`config.mk`:
```
export PLATFORM = sky130hd
export DESIGN_NAME = spi_command_framer
export DESIGN_NICKNAME = d
export VERILOG_FILES = /design/src/rtl/spi_command_framer.sv
export SDC_FILE = /design/constraint.sdc
export NUM_CORES = 1
export LEC_CHECK = 0
export BUFFER_PORTS_ARGS = -buffer_cell sky130_fd_sc_hd__buf_2
export CORE_ASPECT_RATIO = 0.5
export CORE_UTILIZATION = 40
export DETAILED_ROUTE_END_ITERATION = 7
export PLACE_DENSITY = 0.63
export SYNTH_ARGS = -nofsm -noshare
export SYNTH_HDL_FRONTEND = slang
export SYNTH_SLANG_ARGS = --single-unit
```
`constraint.sdc`:
```
create_clock -name clock_in -period 2.4 [get_ports clock_in]
set_clock_uncertainty 0.1 [all_clocks]
set_input_delay 0.36 -clock clock_in [delete_from_list [all_inputs] [get_ports clock_in]]
set_output_delay 0.36 -clock clock_in [all_outputs]
set_load 0.03 [all_outputs]
```
`src/rtl/spi_command_framer.sv`:
```
// spi_command_framer
// Turns SPI transactions (chip-select framing plus received bytes) into
// graphics command-bus signals. The first byte of a transaction is the op-code
// and is held valid for the whole transaction. Every later byte is strobed out
// as an operand with a 1-based running count. Each transaction ends with one
// drain cycle, so the last operand is always seen while the op-code is valid.

module spi_command_framer #(
  parameter int SYNC_STAGES = 2,
  parameter int COUNT_WIDTH = 32
) (
  input  logic                   clock_in,
  input  logic                   reset_in,
  input  logic                   cs_active_in,
  input  logic [7:0]             byte_in,
  input  logic                   byte_valid_in,
  output logic [7:0]             op_code_out,
  output logic                   op_code_valid_out,
  output logic [7:0]             operand_out,
  output logic                   operand_valid_out,
  output logic [COUNT_WIDTH-1:0] operand_count_out,
  output logic                   stray_byte_out,
  output logic                   count_overflow_out
);

  localparam logic [1:0] ST_IDLE    = 2'd0;
  localparam logic [1:0] ST_OPCODE  = 2'd1;
  localparam logic [1:0] ST_OPERAND = 2'd2;
  localparam logic [1:0] ST_DRAIN   = 2'd3;

  logic [SYNC_STAGES-1:0] cs_sync_r;
  logic [SYNC_STAGES-1:0] sync_fill_r;
  logic                   cs_sync_s;
  logic                   sync_ready_s;
  logic                   cnt_full_s;

  logic [1:0]             state_r;
  logic                   armed_r;
  logic [7:0]             op_code_r;
  logic                   op_code_valid_r;
  logic [7:0]             operand_r;
  logic                   operand_valid_r;
  logic [COUNT_WIDTH-1:0] operand_count_r;
  logic                   stray_byte_r;
  logic                   count_overflow_r;

  // Bring the asynchronous chip-select level into clock_in. A parallel fill
  // marker records when the chain holds real pin samples rather than the
  // zeros left by reset, so those zeros are never mistaken for a CS drop.
  always_ff @(posedge clock_in) begin
    if (reset_in) begin
      cs_sync_r   <= {SYNC_STAGES{1'b0}};
      sync_fill_r <= {SYNC_STAGES{1'b0}};
    end else begin
      cs_sync_r   <= {cs_sync_r[SYNC_STAGES-2:0], cs_active_in};
      sync_fill_r <= {sync_fill_r[SYNC_STAGES-2:0], 1'b1};
    end
  end

  // Decode the synchronised level, the fill marker and count saturation.
  always_comb begin
    cs_sync_s    = cs_sync_r[SYNC_STAGES-1];
    sync_ready_s = sync_fill_r[SYNC_STAGES-1];
    cnt_full_s   = &operand_count_r;
  end

  // Framing state machine. All outputs are registered here.
  always_ff @(posedge clock_in) begin
    if (reset_in) begin
      state_r          <= ST_IDLE;
      armed_r          <= 1'b0;
      op_code_r        <= 8'h00;
      op_code_valid_r  <= 1'b0;
      operand_r        <= 8'h00;
      operand_valid_r  <= 1'b0;
      operand_count_r  <= {COUNT_WIDTH{1'b0}};
      stray_byte_r     <= 1'b0;
      count_overflow_r <= 1'b0;
    end else begin
      operand_valid_r <= 1'b0;
      stray_byte_r    <= 1'b0;
      // A real low period on chip select re-arms the framer. This is what
      // makes the block skip the tail of a transaction cut by reset.
      if (!cs_sync_s && sync_ready_s) begin
        armed_r <= 1'b1;
      end else begin
        armed_r <= armed_r;
      end
      case (state_r)
        ST_IDLE: begin
          if (byte_valid_in) begin
            stray_byte_r <= 1'b1;
          end else begin
            stray_byte_r <= 1'b0;
          end
          if (cs_sync_s && armed_r) begin
            state_r <= ST_OPCODE;
            armed_r <= 1'b0;
          end else begin
            state_r <= ST_IDLE;
          end
        end
        ST_OPCODE: begin
          if (byte_valid_in) begin
            op_code_r        <= byte_in;
            op_code_valid_r  <= 1'b1;
            operand_count_r  <= {COUNT_WIDTH{1'b0}};
            count_overflow_r <= 1'b0;
            state_r          <= ST_OPERAND;
          end else if (!cs_sync_s) begin
            state_r <= ST_IDLE;
          end else begin
            state_r <= ST_OPCODE;
          end
        end
        ST_OPERAND: begin
          // The synchronised CS lags the pin, so a byte that arrives in the
          // cycle the drop is seen still belongs to this transaction.
          if (byte_valid_in) begin
            operand_r       <= byte_in;
            operand_valid_r <= 1'b1;
            if (cnt_full_s) begin
              count_overflow_r <= 1'b1;
            end else begin
              operand_count_r <= operand_count_r + {{(COUNT_WIDTH-1){1'b0}}, 1'b1};
            end
          end else begin
            operand_valid_r <= 1'b0;
          end
          if (!cs_sync_s) begin
            state_r <= ST_DRAIN;
          end else begin
            state_r <= ST_OPERAND;
          end
        end
        ST_DRAIN: begin
          if (byte_valid_in) begin
            stray_byte_r <= 1'b1;
          end else begin
            stray_byte_r <= 1'b0;
          end
          op_code_valid_r <= 1'b0;
          operand_count_r <= {COUNT_WIDTH{1'b0}};
          state_r         <= ST_IDLE;
        end
        default: begin
          op_code_valid_r <= 1'b0;
          operand_count_r <= {COUNT_WIDTH{1'b0}};
          state_r         <= ST_IDLE;
        end
      endcase
    end
  end

  assign op_code_out        = op_code_r;
  assign op_code_valid_out  = op_code_valid_r;
  assign operand_out        = operand_r;
  assign operand_valid_out  = operand_valid_r;
  assign operand_count_out  = operand_count_r;
  assign stray_byte_out     = stray_byte_r;
  assign count_overflow_out = count_overflow_r;

endmodule

```
==> results of run 1 <==
[layout by cell type, fill, tap and decap left out, types with 3 or more instances in the layout]
cell type and instances:
nor4_1 7, inv_1 12, and3_1 3, a211oi_1 3, clkbuf_16 9, or4_1 4, nand2_1 68, dfxtp_1 57
o211ai_1 5, nor2_1 17, nand2b_1 8, nand3_1 16, or3_1 9, ha_1 5, and4_1 4, nor2b_1 5
nand4_1 6, a21oi_1 36, a41oi_1 4, o21ai_0 21, nor3_1 10, a31oi_1 10, buf_2 63, buf_4 29
[sequential cells by signal (all words and copies together) (netlist names), named ones only]
register,cells
op_code_valid_out,1
sync_fill_r,2
cs_sync_r,2
op_code_out,8
operand_out,8
operand_count_out,32
operand_valid_out,1
stray_byte_out,1
count_overflow_out,1
state_r,1
armed_r,1
[logic make-up (layout without fill, tap and decap cells)]
family | Yosys count | after routing | synth area share
DFF | 59 | 59 | 0.402
and+or+nand+nor | 174 | 174 | 0.314
AOI/OAI and AO/OA | 98 | 98 | 0.205
muxes | 2 | 2 | 0.00681
adders and majority gates | 6 | 6 | 0.0255
buffers and inverters | 33 | 120 | 0.0472
[worst reg2reg max path, delay by kind of cell (launching register included)]
| family | cells | cell delay, ns |
|---|---|---|
| AOI/OAI and AO/OA | 2 | 0.33 |
| DFF | 1 | 0.38 |
| buffers and inverters | 1 | 0.21 |
| adders and majority gates | 1 | 0.22 |
| and+or+nand+nor | 3 | 1.02 |
[final timing paths]
kind                                                           to  depth (start not counted)                         startpoint
worst min register to register            cs_sync_r[1]$_SDFF_PP0_                          1            cs_sync_r[0]$_SDFF_PP0_
worst max-delay path            operand_count_out[3]$_SDFFE_PP0P_                          7  operand_count_out[0]$_SDFFE_PP0P_
worst min-delay path                      cs_sync_r[0]$_SDFF_PP0_                          2                       cs_active_in
worst max register to register  operand_count_out[3]$_SDFFE_PP0P_                          7  operand_count_out[0]$_SDFFE_PP0P_
[timing repair]
item / CTS / global route
pin swaps: 0 / 4
buffers inserted: 0 / 1
cloned: 0 / 0
resized for setup: 1 / 2
hold buffers: 0 / 0
endpoints found under the setup margin: 4 / 18
[metrics by stage]
| stage | power (uW) | cells | setup TNS, ns | instance area [um2] |
|---|---|---|---|---|
| 2_1_floorplan | 1050 | 372 | 0 | 2940 |
| 3_3_place_gp | 1070 | 534 | -0.0284 | 3490 |
| 3_5_place_dp | 1070 | 534 | -0.288 | 3490 |
| 4_1_cts | 2490 | 550 | 0 | 3820 |
| 5_1_grt | 2560 | 551 | -0.00556 | 3840 |
| 6_report | 2460 | 551 | 0 | 3840 |
[where the power goes]
group	switching, uW	internal (uW)
Clock	441	963
Sequential	4.75	989
Combinational	40.7	21.3
[cell type report]
cell class                      count  share of cell area
Clock buffer                       12              0.0668
Multi-Input combinational cell    280               0.426
Timing Repair Buffer               92               0.139
Sequential cell                    59               0.308
Inverter                           12              0.0117
Clock inverter                      4              0.0189
Tap cell                           92              0.0300
[per-layer routing]
layer | vias up | track usage
met3 | 8 | 0.0757
met4 | 0 | 0.0904
met5 | - | 0
met2 | 140 | 0.355
met1 | 1464 | 0.290
li1 | 1516 | -
==> flow_summary.ini, run 1 <==
[clock_tree]
cts_tree = done
cts.sinks = 59
htree_num_levels = 3
cts_max_path_buffers = 2
root_buffer = clkbuf_16
path_clk_slew_ns = 0.05
clk_latency_ns = 0.33
numCtsBuffers = 9

[synth]
synth_ff_type = dfxtp_1
syn_area_mm2 = 0.00294
synth_nets = 390
synth_area_leaders = dfxtp_1 40%, nand2_1 8.7%, a21oi_1 6.1%, o21ai_0 3.6%, nand3_1 2.7%
synthCells = 372
synth_edf_count = 0
synth_top_cells_by_count = 68 x nand2_1, 59 x dfxtp_1, 36 x a21oi_1
synth.top_cell.area_share = 0.402
ys_types = 53
synth-seq-cells = 59
syn-mean-instance-area_um2 = 7.91
yosysTopAreaCell = dfxtp_1
yosys.cell_count.top_type = nand2_1
yosysWarnings = 0
async_flop_share = 0
ys_seq_area_frac = 0.402

[final_layout]
areaGrowthSynthToFinish_pct = 30.5
num-fill-cells = 652
final_core_util = 0.558
drive_gt1_frac = 0.275
final_nets = 472
seqCellArea_mm2 = 0.00118
diodes = 0
multi_input_area_mm2 = 0.00163

[sta]
period_share = 0.968
slew_headroom = 0.565
drv_slew = 0
final_hold_viol_count = 0
clock.fmax_mhz = 431
fin_crit_ns = 2.32
setup_ws_ns = 0.0778
tightest_slew_ns = 0.653
setup_viol = 0
finalHoldWorstSlack_ns = 0.145

[routing]
wl_met1_um = 3820
wire_per_inst_um = 15.2
drt-pass1-iter-count = 5
drt_iter0_drc = 245
wl_met2_um = 3760
vias = 3128
drc = 0
route.met3.wl_um = 700
routed_wl_um = 8370
ant_nets = 0
vias_per_cell = 5.68
dr.max_layer_used = met4

[setup_path]
cp_cell_sequence = ha_2, nand3_2, or4_4, nor3_4, buf_4, o21ai_0, a21oi_1
crit_path_top_delay_cell = or4_4
start_kind = flop
path_buf_inv = 1
cp_top_family = simple AND/OR/NAND/NOR gates
cp_max_fo = 7
cp_data_required_time_ns = 2.55
arrival_ns = 2.47
end_kind = flop
r2r_setup_slack_ns = 0.08
crit_type = reg2reg
max_stage_delay_ns = 0.61

[floorplanning]
start_util = 0.427
placementRows = 21
die_x_um = 123
chipHeight_um = 62.6
io_pins = 64
core_mm2 = 0.00688
die_area_mm2 = 0.00772

[place]
place_congestion = 0.852
dpl.hpwl_um = 5890
detailedPlace.worstSlack_ns = -0.126
io_buffers = 63

[min_path]
hold_class = in2reg

[flow_run]
maxCapViolCount = 0

[grt]
grt_pass1_vias = 2824
grt_use_total = 0.228
overflow = 0
grt_pass1_wl_um = 13400
antenna_found_initial = 0
grt_max_degree = 36

[pwr]
power_density_mw_per_mm2 = 640
peakVddDrop_uv = 357
leakagePower_uw = 0.00149

[run_status]
status = complete, no violations
Power figures use the tool's default switching activity.
==> run 2, diff against run 1 <==
--- a/constraint.sdc
+++ b/constraint.sdc
@@ -4,2 +4,2 @@
 set_output_delay 0.36 -clock clock_in [all_outputs]
-set_load 0.03 [all_outputs]
+set_load 0.005 [all_outputs]
==> run 2 against run 1 <==
Hold slack got worse by 0.0064 ns. Utilization decreased by 0.78 points. Maximum frequency grew 1.9%. Non-clock buffer count down 2. Register-to-register slack gained 0.04 ns. Die area unchanged. Count of clock-buffer cells in the layout decreased by 2. Critical path depth is 1 lower. Clock power fell by 9%. Setup slack better by 0.043 ns. Total power is 5.7% lower. Largest cell class unchanged. Highest routed layer unchanged.
==> flow_summary.ini, run 2 (same netlist as run 1, synthesis figures left out) <==
[min_path]
min_from = cs_active_in
hold_class = in2reg

[setup_path]
crit_path_top_delay_cell = or4_4
max_stage_delay_ns = 0.64
start_kind = flop
crit_type = reg2reg
end_kind = flop
cp_max_fo = 5
cp_data_required_time_ns = 2.56
cp_cell_sequence = ha_1, nand3_2, or4_4, nor4_4, o211ai_1, a31oi_1
r2r-start = operand_count_out[1]$_SDFFE_PP0P_
critPathLaunch = operand_count_out[1]$_SDFFE_PP0P_
arrival_ns = 2.44

[final_layout]
design_area_mm2 = 0.00379
final_common_cell = nand2_1
drive_gt1_frac = 0.265
mostFrequentLayoutCells = 68 x nand2_1, 63 x buf_2, 59 x dfxtp_1
final_nets = 470
largest_reg_flops = 32
multi_input_area_mm2 = 0.00163
areaGrowthSynthToFinish_pct = 28.7
diodes = 0
num-fill-cells = 658
seqCellArea_mm2 = 0.00118

[sta]
period_share = 0.950
rsz0062_at_grt = true
fin_crit_ns = 2.28
drv_slew = 0
final_hold_viol_count = 0
tightest_slew_ns = 0.565
setup_viol = 0
slew_headroom = 0.620
finalHoldWorstSlack_ns = 0.139
fin_tns_setup_ns = 0
setup_ws_ns = 0.121
clock.fmax_mhz = 439

[pwr]
power_density_mw_per_mm2 = 612
pwr-share-seq = 0.428
leakagePower_uw = 0.00147
comb_power_share = 0.024
clkPwrFrac = 0.548
power_uw = 2320
switching_share = 0.219
switching_power_uw = 507
peakVddDrop_uv = 335
p_int_uw = 1810

[grt]
overflow = 0
grt_pass1_vias = 2803
grt_use_total = 0.229
grt_max_degree = 27
antenna_found_initial = 0
grt_pass1_wl_um = 13500

[place]
dpl.hpwl_um = 5990
place_congestion = 0.882
io_buffers = 63
detailedPlace.worstSlack_ns = 0.108
placed_area_mm2 = 0.00347

[clock_tree]
htree_num_levels = 3
root_buffer = clkbuf_16
cts_tree = done
cts_max_path_buffers = 2
path_clk_slew_ns = 0.05
clk_latency_ns = 0.33
numCtsBuffers = 9
postCtsHoldBufs = 0
cts.sinks = 59

[floorplanning]
io_pins = 64
core_mm2 = 0.00688
die_area_mm2 = 0.00772
placementRows = 21
start_util = 0.427
die_x_um = 123
chipHeight_um = 62.6

[routing]
routed_wl_um = 8310
drt-pass1-iter-count = 5
vias_per_cell = 5.64
drc = 0
drt_iter0_drc = 215
vias = 3097
ant_nets = 0
wire_per_inst_um = 15.1

[run_status]
status = complete, no violations

[flow_run]
maxCapViolCount = 0
[run 2: routing by layer]
layer	vias to the layer above	share of wire	track usage
met4	0	0.013	0.0889
met1	1440	0.45	0.294
met2	143	0.45	0.360
li1	1502	-	-
met3	12	0.089	0.0703
met5	-	0	0
[run 2: timing repair]
item | CTS | global route
buffers inserted | 0 | 1
gates resized for setup | 0 | 2
endpoints found under the setup margin | 0 | 13
[run 2: area by class of cell]
type | count | area share
clock inverters | 6 | 0.0175
flip-flops and latches | 59 | 0.312
inverters | 12 | 0.0119
well taps | 92 | 0.0304
clock buffers | 10 | 0.0605
repair buffers | 90 | 0.137
multi-input cells | 280 | 0.431
[run 2: path summary, 6_finish.rpt]
check	end	slack (ns)	cells past startpoint
setup / recovery	operand_count_out[11]$_SDFFE_PP0P_	0.12	6
hold / removal	cs_sync_r[0]$_SDFF_PP0_	0.14	2
setup reg to reg	operand_count_out[11]$_SDFFE_PP0P_	0.12	6
hold reg to reg	sync_fill_r[1]$_SDFF_PP0_	0.34	1
[run 2: metrics by stage]
stage	util	std cells
floorplan	-	372
global placement	0.505	532
detailed placement	0.505	532
CTS	0.547	548
global route	0.550	549
finish	0.550	549
[run 2: power by group through the flow]
| stage | clock, uW | sequential [uW] | combinational, uW |
|---|---|---|---|
| 3_5_place_dp | 0 | 1010 | 55.7 |
| 6_report | 1270 | 992 | 56.5 |
| 4_1_cts | 1290 | 992 | 55.9 |
| 2_1_floorplan | 0 | 1010 | 29.5 |
| 5_1_grt | 1340 | 992 | 61.6 |
| 3_3_place_gp | 0 | 1010 | 55.0 |
[run 2: critical path, delay by kind of cell, from the launching register on]
family / cells / cell delay, ns
simple gates: 3 / 1.18
compound gates: 2 / 0.37
fa+ha+maj: 1 / 0.21
flops: 1 / 0.34
